### config.mk
export PLATFORM = sky130hd
export DESIGN_NAME = pipe_skid_reg_flat
export DESIGN_NICKNAME = d
export VERILOG_FILES = /design/src/rtl/pipe_skid_reg_if.sv /design/src/rtl/pipe_skid_reg.sv /design/src/flat_wrapper.sv
export SDC_FILE = /design/constraint.sdc
export NUM_CORES = 1
export LEC_CHECK = 0
export ABC_CLOCK_PERIOD_IN_PS = 7300
export CAP_MARGIN = 20
export CORE_MARGIN = 10
export CORE_UTILIZATION = 50
export CTS_CLUSTER_DIAMETER = 80
export DETAILED_ROUTE_END_ITERATION = 10
export GPL_TIMING_DRIVEN = 0
export PLACE_DENSITY = 0.79
export SLEW_MARGIN = 30
export SYNTH_ARGS = -nofsm -noshare
export SYNTH_HDL_FRONTEND = slang
export SYNTH_SLANG_ARGS = --single-unit
### constraint.sdc
create_clock -name clk -period 7.3 [get_ports clk]
set_input_delay 1.46 -clock clk [delete_from_list [all_inputs] [get_ports clk]]
set_output_delay 1.46 -clock clk [all_outputs]
set_load 0.01 [all_outputs]
### src/rtl/pipe_skid_reg_if.sv
// pipe_skid_reg_if: valid/ready/data handshake bundle for one pipeline boundary.
//   valid  : producer offers data
//   ready  : consumer can accept data
//   data   : payload, DATA_W bits
// Modports:
//   master : producer side (drives valid/data, samples ready)
//   slave  : consumer side (samples valid/data, drives ready)
interface pipe_skid_reg_if #(
    parameter int DATA_W = 64
);
    logic              valid;
    logic              ready;
    logic [DATA_W-1:0] data;

    modport master (output valid, output data, input ready);
    modport slave  (input valid, input data, output ready);
endinterface

### src/rtl/pipe_skid_reg.sv
// pipe_skid_reg: CPU pipeline boundary register with a 2-entry skid buffer.
// Upstream ready is a pure register output (no path from downstream ready),
// a synchronous flush replaces all held entries with a bubble, and a
// saturating counter tallies cycles where the output is stalled.
// Ports:
//   clk        : clock, rising edge
//   reset      : asynchronous, active-high reset
//   flush      : synchronous kill of all held entries
//   up         : upstream handshake (in_valid / in_data / in_ready)
//   dn         : downstream handshake (out_valid / out_data / out_ready)
//   occupancy  : number of held entries (0..2)
//   stall_cnt  : saturating count of out_valid & !out_ready cycles
module pipe_skid_reg #(
    parameter int                DATA_W     = 64,
    parameter logic [DATA_W-1:0] BUBBLE_VAL = {DATA_W{1'b0}},
    parameter int                CNT_W      = 16
) (
    input  logic                 clk,
    input  logic                 reset,
    input  logic                 flush,
    pipe_skid_reg_if.slave       up,
    pipe_skid_reg_if.master      dn,
    output logic [1:0]           occupancy,
    output logic [CNT_W-1:0]     stall_cnt
);

    // State encoding is {main_valid, skid_valid}.
    typedef enum logic [1:0] {
        EMPTY   = 2'b00,
        ILLEGAL = 2'b01,
        BUSY    = 2'b10,
        FULL    = 2'b11
    } state_t;

    state_t            state_p1;
    state_t            state_nx;
    logic [DATA_W-1:0] main_data_p1;
    logic [DATA_W-1:0] skid_data_p1;
    logic              main_vld_p1;
    logic              skid_vld_p1;
    logic              in_fire;
    logic              out_fire;
    logic              load_main;
    logic              main_from_skid;
    logic              load_skid;

    function automatic logic [CNT_W-1:0] sat_inc(input logic [CNT_W-1:0] v);
        return (&v) ? v : v + CNT_W'(1);
    endfunction

    assign main_vld_p1 = state_p1[1];
    assign skid_vld_p1 = state_p1[0];

    assign up.ready  = ~skid_vld_p1;
    assign dn.valid  = main_vld_p1;
    assign dn.data   = main_data_p1;
    assign occupancy = {1'b0, main_vld_p1} + {1'b0, skid_vld_p1};

    assign in_fire  = up.valid & up.ready;
    assign out_fire = dn.valid & dn.ready;

    always_comb begin
        state_nx       = state_p1;
        load_main      = 1'b0;
        main_from_skid = 1'b0;
        load_skid      = 1'b0;
        case (state_p1)
            EMPTY: begin
                if (in_fire) begin
                    load_main = 1'b1;
                    state_nx  = BUSY;
                end
            end
            BUSY: begin
                if (in_fire && out_fire) begin
                    load_main = 1'b1;
                end else if (in_fire) begin
                    load_skid = 1'b1;
                    state_nx  = FULL;
                end else if (out_fire) begin
                    // Main data is left as-is; out_valid alone marks it stale.
                    state_nx  = EMPTY;
                end
            end
            FULL: begin
                if (out_fire) begin
                    load_main      = 1'b1;
                    main_from_skid = 1'b1;
                    state_nx       = BUSY;
                end
            end
            default: begin
                // Unreachable skid-only state recovers to EMPTY.
                state_nx = EMPTY;
            end
        endcase
    end

    // ---- stage p0 -> p1: control and payload registers ----
    always_ff @(posedge clk or posedge reset) begin
        if (reset) begin
            state_p1 <= EMPTY;
        end else if (flush) begin
            state_p1 <= EMPTY;
        end else begin
            state_p1 <= state_nx;
        end
    end

    always_ff @(posedge clk or posedge reset) begin
        if (reset) begin
            main_data_p1 <= BUBBLE_VAL;
            skid_data_p1 <= BUBBLE_VAL;
        end else if (flush) begin
            main_data_p1 <= BUBBLE_VAL;
            skid_data_p1 <= BUBBLE_VAL;
        end else begin
            if (load_main) begin
                main_data_p1 <= main_from_skid ? skid_data_p1 : up.data;
            end
            if (load_skid) begin
                skid_data_p1 <= up.data;
            end
        end
    end

    // Stall counter survives flush; only reset clears it.
    always_ff @(posedge clk or posedge reset) begin
        if (reset) begin
            stall_cnt <= '0;
        end else if (dn.valid && !dn.ready) begin
            stall_cnt <= sat_inc(stall_cnt);
        end
    end

endmodule

### src/flat_wrapper.sv
// flat-port wrapper written by rule: the top's interface ports become plain ports
module pipe_skid_reg_flat 
#(
    parameter int                DATA_W     = 64,
    parameter logic [DATA_W-1:0] BUBBLE_VAL = {DATA_W{1'b0}},
    parameter int                CNT_W      = 16
)
  (clk, reset, flush, occupancy, stall_cnt, up_valid, up_data, up_ready, dn_valid, dn_data, dn_ready);
  pipe_skid_reg_if #(.DATA_W(DATA_W)) up_i ();
  pipe_skid_reg_if #(.DATA_W(DATA_W)) dn_i ();
  input  logic clk;
  input  logic reset;
  input  logic flush;
  output logic [1:0] occupancy;
  output logic [CNT_W-1:0] stall_cnt;
  input wire logic [$bits(up_i.valid)-1:0] up_valid;
  input wire logic [$bits(up_i.data)-1:0] up_data;
  output wire logic [$bits(up_i.ready)-1:0] up_ready;
  output wire logic [$bits(dn_i.valid)-1:0] dn_valid;
  output wire logic [$bits(dn_i.data)-1:0] dn_data;
  input wire logic [$bits(dn_i.ready)-1:0] dn_ready;
  assign up_i.valid = up_valid;
  assign up_i.data = up_data;
  assign up_ready = up_i.ready;
  assign dn_valid = dn_i.valid;
  assign dn_data = dn_i.data;
  assign dn_i.ready = dn_ready;
  pipe_skid_reg #(.DATA_W(DATA_W), .BUBBLE_VAL(BUBBLE_VAL), .CNT_W(CNT_W)) u_core (.clk(clk), .reset(reset), .flush(flush), .up(up_i), .dn(dn_i), .occupancy(occupancy), .stall_cnt(stall_cnt));
endmodule
== Yosys cells after proc, flatten, opt, wreduce, memory -nomap -nowiden ==
Cells that the tools add are included.
Operators by class
  add/sub/neg operators: 2
  $mul: 0
  divide/modulo/power cells: 0
  $lt $le $gt $ge: 0
  equality and inequality tests: 6
  shift operators: 0
  mux-type cells: 19
  bitwise logic cells: 4
  reduce and logical (&&, ||, !) cells: 9
Operators with widths (number)
  $mux 64: 5
  $add 16x1->16 const B: 1
  $reduce_and 16->1: 1
  $mux 2: 6
  $mux 1: 6
  $ne 3x2->1 const B: 2
  $pmux 2 s3: 1
  $eq 2x2->1 const B: 2
  $ne 4x2->1 const B: 1
  $reduce_and 4->1: 1
  $reduce_bool 2->1: 2
  $ne 3x3->1 const B: 1
  $pmux 1 s3: 1
  $add 1x1->2: 1
  $and 1x1->1: 2
  $logic_and 1x1->1: 2
  $logic_not 2->1: 1
  $not 1->1: 2
  $reduce_and 2->1: 1
  $logic_not 1->1: 1
Storage, ports and cells
  register bits after elaboration: 146
  latch bits: 0
  bits in writable memories: 0
  ROM bits: 0
  input bits: 69
  output and inout port bits: 84
  word-level logic and storage cells: 44
  memories kept: 0

== Logic depth before layout (Yosys ltp) ==
  depth in word-level cells: 7
  gate-level depth with buffers: 9
  depth with buffers taken out: 6

== Worst setup path after synthesis ==
OpenSTA, ideal clock, no wires.
  kind: input-to-reg
  from: input dn_ready
  to: register u_core.stall_cnt[15]
  library setup time: 0.125 ns
  arrival time: 2.453 ns
  data required time: 7.175 ns
  path slack: 4.722 ns
  stages: 5
  path buffers: 1
  cell sequence: buf_6 nand4b_1 nor4_2 nand3_1 mux2_2
On the way
  longest elaborated chain between the ends: 3
RTL lines
  start: declaration: line flat_wrapper.sv:21  | input wire logic [$bits(dn_i.ready)-1:0] dn_ready;
  $logic_not 1->1: line pipe_skid_reg.sv:131  | end else if (dn.valid && !dn.ready) begin
  $logic_and 1x1->1: line pipe_skid_reg.sv:131
  $reduce_and 2->1 (no line)
  end signal: assignment: line pipe_skid_reg.sv:132  | stall_cnt <= sat_inc(stall_cnt);
  end: declaration: line pipe_skid_reg.sv:24  | output logic [CNT_W-1:0] stall_cnt
No other way between the ends.
A chain may end at the register's enable or synchronous reset.

== Worst setup path after layout ==
  from: register u_core.state_p1[1]
  to: output occupancy[0]
On the way
  longest elaborated chain between the ends: 1
RTL lines
  start: declaration: line pipe_skid_reg.sv:35  | state_t state_p1;
  start signal: assignment: line pipe_skid_reg.sv:106  | state_p1 <= state_nx;
  $add 1x1->2: line pipe_skid_reg.sv:57  | assign occupancy = {1'b0, main_vld_p1} + {1'b0, skid_vld_p1};
  end: declaration: line flat_wrapper.sv:14  | output logic [1:0] occupancy;
No other way between the ends.

==> impl_metrics.env <==
export IMPL_status="finished, final reports clean"
export IMPL_setup_worst_path_class="flop to primary output"
export IMPL_port_buffers=150
export IMPL_num_rows=42
export IMPL_max_slew_margin_pct=60.0
export IMPL_met1_usage_pct=27.3
export IMPL_postCtsSetupRepairBufs=0
export IMPL_root_buffer="clkbuf_16"
export IMPL_synth_cell_types=42
export IMPL_clkTransAtPathRegs_ns=0.06
export IMPL_finalCritPeriodShare_pct=47.2
export IMPL_die_h_um=137
export IMPL_hpwl_mm=13.3
export IMPL_grt_overflow=0
export IMPL_crit_buf_inv=3
export IMPL_numCtsBuffers=17
export IMPL_rsz0062_at_grt="no"
export IMPL_grt_max_degree=81
export IMPL_synth_top_cell_area_share_pct=53.6
export IMPL_path_delay_family="buffers and inverters"
export IMPL_synthesis_nets=818
export IMPL_ctsHoldBuffers=0
export IMPL_drtAntennaViolNets=0
export IMPL_core_area_um2=13300
export IMPL_path_cells="buf_4 > inv_1 > ha_1 > clkdlybuf4s50_1"
export IMPL_yosysWarnings=0
export IMPL_setup_viol=0
export IMPL_die_w_um=137
export IMPL_grt_util_met2_pct=31.8
export IMPL_holdWs_ns=0.486
export IMPL_critPathLaunchType="flop"
export IMPL_htreeDepth=4
export IMPL_cts_resized=0
export IMPL_fmax_mhz=290
export IMPL_wire_per_inst_um=17.5
export IMPL_seq_area_um2=3650
export IMPL_cp_arrival_ns=1.98
export IMPL_insertion_delay_ns=0.43
export IMPL_vias_per_cell=5.55
export IMPL_die_area_um2=18700
export IMPL_firstDrtPassIters=5
export IMPL_wirelength_mm=19.2
export IMPL_end_kind="primary output"
export IMPL_netlist_area_um2=6820
export IMPL_layout_commonest_cell="nand2_1"
export IMPL_setup_ws_ns=3.86
export IMPL_drive_gt1_share_pct=8.75
export IMPL_start_util_pct=51.3
export IMPL_nNetsFinal=988
export IMPL_hold_class="flop to flop"
export IMPL_fillCellCount=1059
export IMPL_io_pin_count=153
export IMPL_diodes=0
export IMPL_cts_sinks=146
export IMPL_ys_seq_area_share_pct=53.6
export IMPL_hold_viol=0
export IMPL_required_ns=5.84
export IMPL_drc=0
export IMPL_finClkSkew_ns=0.00826
export IMPL_grt_antenna_before_repair=1
export IMPL_ys_seq_elements=146
export IMPL_worst_path_max_delay_cell="clkdlybuf4s50_1"
export IMPL_use_met3_pct=6.85
export IMPL_drt_initial_drc_count=594
export IMPL_grt_pass1_vias=6023
export IMPL_post_place_ws_ns=3.99
export IMPL_synthTopCellsByArea="dfrtp_1 (54%), nand2_1 (11%), a21oi_1 (9.7%)"
export IMPL_top_usage_layer="met2"
export IMPL_power_density_nw_per_um2=312
export IMPL_p_leak_nw=4.02
export IMPL_tightest_slew_ns=0.601
export IMPL_synthesis_instances=744
export IMPL_areaGrowthSynthToFinish_pct=34.6
export IMPL_cts_path_max_buffers=2
export IMPL_layout_common_cells="nand2_1 (196), clkdlybuf4s50_1 (150), dfrtp_1 (146)"
export IMPL_dr_total_vias=6121
export IMPL_gp_congestion=0.809
export IMPL_cts_tree="done"
export IMPL_period_needed_ns=3.44
export IMPL_drv_slew=0
export IMPL_critPathMaxStageDelay_ns=0.56
export IMPL_track_usage_pct=20.7
export IMPL_max_cap_violations=0
export IMPL_grt_pass1_wl_mm=31.2
export IMPL_ir_drop_mv=0.224
export IMPL_yosys_area_top_type="dfrtp_1"
export IMPL_multi_input_area_um2=2850
export IMPL_synth_avg_cell_area_um2=9.17
export IMPL_crit_fanout=9
==> through the flow <==
stage	std cells	util [%]	TNS, ns	cell area, um2	power [mW]
3_5_place_dp	1071	64.5	0	8580	1.99
3_3_place_gp	1070	64.3	-21.56	8540	1.97
4_1_cts	1102	69.1	0	9180	2.88
6_report	1102	69.1	0	9180	2.86
2_1_floorplan	744	-	0	6820	1.55
5_1_grt	1102	69.1	0	9180	3.01
==> registers in the layout (all words and copies together) (netlist names) <==
register / cells
u_core.dn.data: 64
u_core.skid_data_p1: 64
u_core.stall_cnt: 16
u_core.state_p1: 2
==> synthesized netlist by cell type <==
master	n
a211o_1	1
a21oi_1	132
a21oi_2	1
a22o_1	1
a31oi_1	67
a41oi_1	1
and3_1	2
buf_1	3
buf_2	34
buf_4	2
buf_6	1
clkbuf_1	25
dfrtp_1	146
ha_1	5
inv_1	5
mux2_2	2
mux2_4	1
mux2i_1	1
nand2_1	196
nand2b_1	3
nand2b_4	1
nand3_1	7
nand3b_1	1
nand4_1	2
nand4_2	1
nand4_4	1
nand4b_1	1
nor2_1	7
nor2_2	1
nor2b_1	2
nor3_1	6
nor4_1	2
nor4_2	2
nor4_4	1
o21a_1	65
o21ai_0	1
o21bai_1	1
or2_4	1
or3_1	1
or4_1	1
xnor2_1	3
xor2_1	7
==> final timing paths <==
kind / start / end / slack, ns / depth (start not counted)
max in group asynchronous: reset / u_core.dn.data[10] / 5.06 / 3
setup / recovery: u_core.state_p1[1] / occupancy[0] / 3.86 / 4
hold / removal: u_core.dn.data[42] / u_core.dn.data[42] / 0.49 / 1
min in group asynchronous: reset / u_core.dn.data[30] / 1.52 / 2
hold reg to reg: u_core.dn.data[42] / u_core.dn.data[42] / 0.49 / 1
setup reg to reg: u_core.state_p1[1] / u_core.dn.data[26] / 4.82 / 8
==> logic make-up (layout without fill, tap and decap cells) <==
logic type / after synthesis / after routing / synth area share [%]
simple gates: 239 / 239 / 15.2
flops: 146 / 146 / 53.6
compound gates: 270 / 270 / 23.7
xor+xnor: 10 / 10 / 1.28
mux: 4 / 4 / 0.697
buf+inv: 70 / 252 / 4.70
fa+ha+maj: 5 / 5 / 0.917
==> final cells by class <==
| cell class | instances | area share, % |
|---|---|---|
| Sequential cell | 146 | 39.8 |
| Multi-Input combinational cell | 528 | 31.0 |
| Timing Repair Buffer | 151 | 16.7 |
| Clock buffer | 21 | 5.12 |
| Buffer | 65 | 3.28 |
| Tap cell | 176 | 2.40 |
| Clock inverter | 10 | 1.44 |
| Inverter | 5 | 0.286 |
==> per-layer routing <==
metal / share of wire (%) / routed length (um)
met2: 46 / 8910
met4: 1.4 / 278
met3: 8.7 / 1680
met1: 43 / 8370
met5: 0.057 / 11
==> worst reg2reg max path, delay by kind of cell (launching register included) <==
| family | cells | cell delay [ns] |
|---|---|---|
| buf+inv | 4 | 1.26 |
| fa+ha+maj | 1 | 0.24 |
| compound gates | 3 | 0.51 |
| flops | 1 | 0.41 |
==> power by group <==
part / total (mW) / leakage, nW / switching, mW / internal, mW
Combinational: 0.893 / 1.76 / 0.461 / 0.432
Clock: 0.890 / 0.302 / 0.330 / 0.560
Sequential: 1.08 / 1.96 / 0.104 / 0.974
(Power assumes the default switching activity.)
